$ cat src/rtl/adder_19bit.sv
// Registered 19-bit unsigned ripple-carry adder with a valid strobe.
// Define ADDER_19BIT_PIPE_EN to split the carry chain into two registered stages.
module adder_19bit (
    input  logic        clk,
    input  logic        rst_n,
    input  logic        in_valid,
    input  logic [18:0] a,
    input  logic [18:0] b,
    output logic [18:0] sum,
    output logic        carry_out,
    output logic        out_valid
);

`ifdef ADDER_19BIT_PIPE_EN
    localparam int SPLIT = 10;
`else
    localparam int SPLIT = 19;
`endif

    logic [18:0] fa_a;
    logic [18:0] fa_b;
    logic [18:0] fa_s;
    logic [19:0] carry;
    logic        split_cin;

    assign carry[0] = 1'b0;

    // Bit SPLIT takes its carry-in from the stage register, not from its neighbour.
    for (genvar i = 0; i < 19; i++) begin : g_fa
        logic cin;
        if (i == SPLIT) begin : g_cut
            assign cin = split_cin;
        end else begin : g_link
            assign cin = carry[i];
        end
        assign fa_s[i]    = fa_a[i] ^ fa_b[i] ^ cin;
        assign carry[i+1] = (fa_a[i] & fa_b[i]) | (cin & (fa_a[i] ^ fa_b[i]));
    end

`ifdef ADDER_19BIT_PIPE_EN
    logic [18:10] a_hi_q;
    logic [18:10] b_hi_q;
    logic [9:0]   s_lo_q;
    logic         c10_q;
    logic         v1_q;

    assign fa_a      = {a_hi_q, a[9:0]};
    assign fa_b      = {b_hi_q, b[9:0]};
    assign split_cin = c10_q;

    // NOTE: state registers use non-blocking assignments so every stage samples pre-edge values.
    always_ff @(posedge clk) begin
        if (!rst_n) begin
            a_hi_q    <= '0;
            b_hi_q    <= '0;
            s_lo_q    <= '0;
            c10_q     <= 1'b0;
            v1_q      <= 1'b0;
            sum       <= '0;
            carry_out <= 1'b0;
            out_valid <= 1'b0;
        end else begin
            v1_q      <= in_valid;
            out_valid <= v1_q;
            if (in_valid) begin
                a_hi_q <= a[18:10];
                b_hi_q <= b[18:10];
                s_lo_q <= fa_s[9:0];
                c10_q  <= carry[10];
            end
            if (v1_q) begin
                sum       <= {fa_s[18:10], s_lo_q};
                carry_out <= carry[19];
            end
        end
    end
`else
    assign fa_a      = a;
    assign fa_b      = b;
    assign split_cin = 1'b0;

    // NOTE: state registers use non-blocking assignments so every stage samples pre-edge values.
    always_ff @(posedge clk) begin
        if (!rst_n) begin
            sum       <= '0;
            carry_out <= 1'b0;
            out_valid <= 1'b0;
        end else begin
            out_valid <= in_valid;
            if (in_valid) begin
                sum       <= fa_s;
                carry_out <= carry[19];
            end
        end
    end
`endif

endmodule

$ cat config.mk
export PLATFORM = sky130hd
export DESIGN_NAME = adder_19bit
export DESIGN_NICKNAME = d
export VERILOG_FILES = /design/src/rtl/adder_19bit.sv
export SDC_FILE = /design/constraint.sdc
export NUM_CORES = 1
export LEC_CHECK = 0
export ABC_AREA = 1
export BUFFER_PORTS_ARGS = -buffer_cell sky130_fd_sc_hd__buf_2
export CORE_MARGIN = 5
export CORE_UTILIZATION = 46
export DETAILED_ROUTE_END_ITERATION = 7
export GPL_TIMING_DRIVEN = 1
export MAX_ROUTING_LAYER = met4
export PLACE_DENSITY_LB_ADDON = 0.15
export SLEW_MARGIN = 10
export SYNTH_ARGS = -nofsm -noshare
export SYNTH_HDL_FRONTEND = slang
export SYNTH_SLANG_ARGS = --single-unit
$ cat constraint.sdc
create_clock -name clk -period 11.21 [get_ports clk]
set_input_delay 2.242 -clock clk [delete_from_list [all_inputs] [get_ports clk]]
set_output_delay 2.242 -clock clk [all_outputs]
set_load 0.05 [all_outputs]
* Word-level counts from Yosys, hierarchy flattened *
Cells that the tools add are included.

operators by class
  bitwise operators = 92

operators by type and width
  cell           count
  $and A1 B1 Y1  37
  $xor A1 B1 Y1  37
  $or A1 B1 Y1   18

word-level totals
  register bits after elaboration = 21
  input port bits = 41
  output and inout port bits = 21
  logic and storage cells = 95

* Longest topological paths before layout *
  word-level depth = 37
  gate-level depth with buffers = 25

* Worst setup path before layout *
OpenSTA, ideal clock, no wires.

  path type = input to register
  start point = input port a[0]
  end point = register sum[18]
  arrival = 9319 ps
  data required time = 11146 ps
  slack = 1827 ps
  cell stages on the path = 25
  path through = ha_1 > fa_1 > fa_1 > fa_1 > fa_1 > fa_1 > fa_1 > fa_1 > fa_1 > fa_1 > fa_1 > fa_1 > fa_1 > fa_1 > fa_1 > fa_1 > inv_1 > fa_1 > inv_1 > fa_1 > inv_1 > fa_1 > nand2_1 > nand2_1 > nor2_1

on the way
  cells in the longest elaborated chain, start to end = 36

ends and longest elaborated chain
  item                         RTL line  RTL
  start: declaration           7         input logic [18:0] a,
  $and A1 B1 Y1 (2 in series)  37        assign carry[i+1] = (fa_a[i] & fa_b[i]) | (cin & (fa_a[i] ^ fa_b[i]));
  $or A1 B1 Y1                 37
  $and A1 B1 Y1                37
  $or A1 B1 Y1                 37
  $and A1 B1 Y1                37
  $or A1 B1 Y1                 37
  $and A1 B1 Y1                37
  $or A1 B1 Y1                 37
  [19 not listed]              --
  $or A1 B1 Y1                 37
  $and A1 B1 Y1                37
  $or A1 B1 Y1                 37
  $and A1 B1 Y1                37
  $or A1 B1 Y1                 37
  $and A1 B1 Y1                37
  $or A1 B1 Y1                 37
  $xor A1 B1 Y1                36        assign fa_s[i] = fa_a[i] ^ fa_b[i] ^ cin;
  end signal: assignment       91        sum <= fa_s;
  end: declaration             9         output logic [18:0] sum,

Every way passes these cells.
A chain may end at the register's enable or synchronous reset.

* Worst setup path in the final report *
Ends and elaborated chain as after synthesis.

==> out/qor.json <==
{
  "detail-route-antenna-nets": {"value": 0},
  "post_synth_main_area_contributors": {"value": "dfxtp_1 32%, fa_1 28%, nand2_1 12%"},
  "final_common_cell": {"value": "buf_2"},
  "clock_power_share": {"value": 0.182},
  "clock_latency": {"value": 0.29, "unit": "ns"},
  "antenna_found_initial": {"value": 0},
  "clock_sinks": {"value": 21},
  "p_per_area": {"value": 124, "unit": "nW/um2"},
  "cp_data_arrival_time": {"value": 9.74, "unit": "ns"},
  "final_cells": {"value": 242},
  "synth-warning-count": {"value": 0},
  "dp_hpwl": {"value": 2.00, "unit": "mm"},
  "worst_hold_path.endpoint": {"value": "sum[7]"},
  "cts-buffers-inserted": {"value": 3},
  "switchingPower": {"value": 0.0769, "unit": "mW"},
  "post_cts.resized_instances": {"value": 0},
  "setup_ws": {"value": 1.72, "unit": "ns"},
  "globalRouteOverflowTotal": {"value": 0},
  "synth-seq-cells": {"value": 21},
  "timing.max_slew.rel_slack": {"value": 0.546},
  "power.share.switching": {"value": 0.390},
  "cell_at_the_slowest_stage_of_the_critical_path": {"value": "fa_1"},
  "synth.net_count": {"value": 213},
  "clkTransAtPathRegs": {"value": 0.11, "unit": "ns"},
  "port_buffers": {"value": 61},
  "cp_max_fo": {"value": 1},
  "syn_to_final_growth": {"value": 22.1, "unit": "%"},
  "cts-root-buf": {"value": "clkbuf_4"},
  "power.static_leakage": {"value": 0.912, "unit": "nW"},
  "preCtsSetupSlack": {"value": 1.35, "unit": "ns"},
  "hp-start": {"value": "sum[7]"},
  "critical-path-top-cell-by-count": {"value": "fa_1"},
  "nets": {"value": 272},
  "ctsLongestPathBuffers": {"value": 2},
  "max_cap_viol_count": {"value": 0},
  "placed_area": {"value": 1560, "unit": "um2"},
  "die_area": {"value": 3980, "unit": "um2"},
  "final-hold-violation-count": {"value": 0},
  "post-layout-total-power": {"value": 0.197, "unit": "mW"},
  "postSynthCellCount": {"value": 153},
  "yosysTopAreaCellShare": {"value": 0.324},
  "cts_hold_repair.buffers": {"value": 0},
  "boundaryPins": {"value": 62},
  "report.final.slew_viol_count": {"value": 0},
  "holdPathStages": {"value": 2},
  "synth_sequential_area_ratio": {"value": 0.324},
  "critPathKind": {"value": "in -> reg"},
  "biggest_area_consumer_among_synthesized_cells": {"value": "dfxtp_1"},
  "row_count": {"value": 19},
  "finClkSkew": {"value": 0, "unit": "ns"},
  "vias_per_cell": {"value": 4.28},
  "worst_hold_slack": {"value": 0.474, "unit": "ns"},
  "path_delay_family": {"value": "adder cells"},
  "power.share.sequential": {"value": 0.432},
  "timing.fmax": {"value": 105, "unit": "MHz"},
  "routed_wl": {"value": 2.48, "unit": "mm"},
  "die_y": {"value": 63.1, "unit": "um"},
  "cts_tree": {"value": "yes"},
  "core": {"value": 2730, "unit": "um2"},
  "via_count_of_the_first_global_routing_pass": {"value": 1054},
  "r2r_setup_slack": {"value": 10.62, "unit": "ns"},
  "dieWidth": {"value": 63.1, "unit": "um"},
  "drive_gt1_frac": {"value": 0.346},
  "drt_first_pass_iters": {"value": 4},
  "worst_pin_slew": {"value": 0.680, "unit": "ns"},
  "timing.critical_path.slowest_cell_delay": {"value": 0.43, "unit": "ns"},
  "cp-start-kind": {"value": "input pin"},
  "final_cell_mix": {"value": "61 x buf_2, 40 x nand2_1, 32 x nor2_1"},
  "cell_internal_pwr": {"value": 0.120, "unit": "mW"},
  "wire_length_of_the_first_global_routing_pass": {"value": 4.28, "unit": "mm"},
  "setup_violations": {"value": 0},
  "syn_area": {"value": 1300, "unit": "um2"},
  "timing.critical_path.to_type": {"value": "flop"},
  "cp_num_buf_inv": {"value": 4},
  "post_cts_buffers": {"value": 0},
  "reg2regPathDepth": {"value": 2},
  "cp.required": {"value": 11.45, "unit": "ns"},
  "synth.avg_cell_area": {"value": 8.48, "unit": "um2"},
  "comb_power_share": {"value": 0.386},
  "route.detailed.drc": {"value": 0},
  "finalWeightedCongestion": {"value": 0.701},
  "reg2reg_from": {"value": "carry_out"},
  "clock_tree.htree_level_count": {"value": 1},
  "vdd_drop_max": {"value": 74.9, "unit": "uV"},
  "grt_max_degree": {"value": 42},
  "placedCellCount": {"value": 238},
  "setup_repair_after_global_routing_missed_its_margin": {"value": "no"},
  "initial_utilization": {"value": 0.475},
  "totalNegativeSetupSlack": {"value": 0, "unit": "ns"},
  "holdCritPathClass": {"value": "reg -> reg"},
  "synth.lib_cells_used.distinct": {"value": 10},
  "drt-initial-drc-count": {"value": 69},
  "detail_route.wl_per_cell": {"value": 10.3, "unit": "um"},
  "outcome": {"value": "finished, final reports clean"},
  "layout_min_cycle_time": {"value": 9.49, "unit": "ns"},
  "antenna_fix_cells": {"value": 0},
  "vias": {"value": 1036},
  "final_area": {"value": 1580, "unit": "um2"},
  "finalCritPeriodShare": {"value": 0.847},
  "grtUsageTotal": {"value": 0.136},
  "fin_util": {"value": 0.579},
  "timing.rr.end": {"value": "carry_out"}
}
==> power by group through the flow <==
stage	Combinational (mW)	Clock, mW	Sequential (mW)
2_1_floorplan	0.0325	0	0.112
3_3_place_gp	0.0754	0	0.0866
3_5_place_dp	0.0772	0	0.0868
4_1_cts	0.0776	0.0385	0.0852
5_1_grt	0.0862	0.0417	0.0860
6_report	0.0760	0.0359	0.0851
==> worst min-delay path, delay by kind of cell (launching register included) <==
family	cells	cell delay (ns)
flops	1	0.32
simple gates	2	0.13
==> how the worst max path moves through the flow <==
stage               start       to  slack, ns  cells after the start
finish               a[0]  sum[18]       1.72                     26
global route         a[0]  sum[18]       1.45                     26
CTS                  a[0]  sum[18]       1.67                     26
detailed placement   a[0]  sum[18]       1.35                     26
global placement     a[0]  sum[18]       1.52                     26
floorplan            a[0]  sum[18]       1.83                     25
==> Yosys cell counts <==
cell and n:
clkbuf_8 2, fa_1 18, ha_1 1, nor2_2 8, nand2_2 1, nor2_1 32, buf_6 5, inv_1 25
nand2_1 40, dfxtp_1 21
==> cells by family after synthesis <==
group,count (synthesis),synth area share
AND/OR/NAND/NOR,81,0.252
adder cells (fa/ha/maj),19,0.287
buffers and inverters,32,0.137
flip-flops,21,0.324
==> state kept, by name, indices dropped and copies added (netlist names) <==
register and flops:
out_valid 1, sum 19, carry_out 1
==> final cells by class <==
class | instances | area (um2)
tap | 31 | 38.8
inverter | 25 | 93.8
fill | 265 | 1150
timing repair buffer | 61 | 305
clock buffer | 4 | 26.3
sequential | 21 | 420
multi-input combinational | 100 | 699
==> per-layer routing <==
layer / up-vias / wire length, um / share of wire / global-route usage
met5: - / 0 / 0 / -
met4: 0 / 20 / 0.0081 / 0.0610
met3: 2 / 220 / 0.089 / 0.0409
met2: 30 / 1250 / 0.50 / 0.219
met1: 458 / 994 / 0.40 / 0.156
li1: 546 / - / - / -
Power figures use the tool's default switching activity.
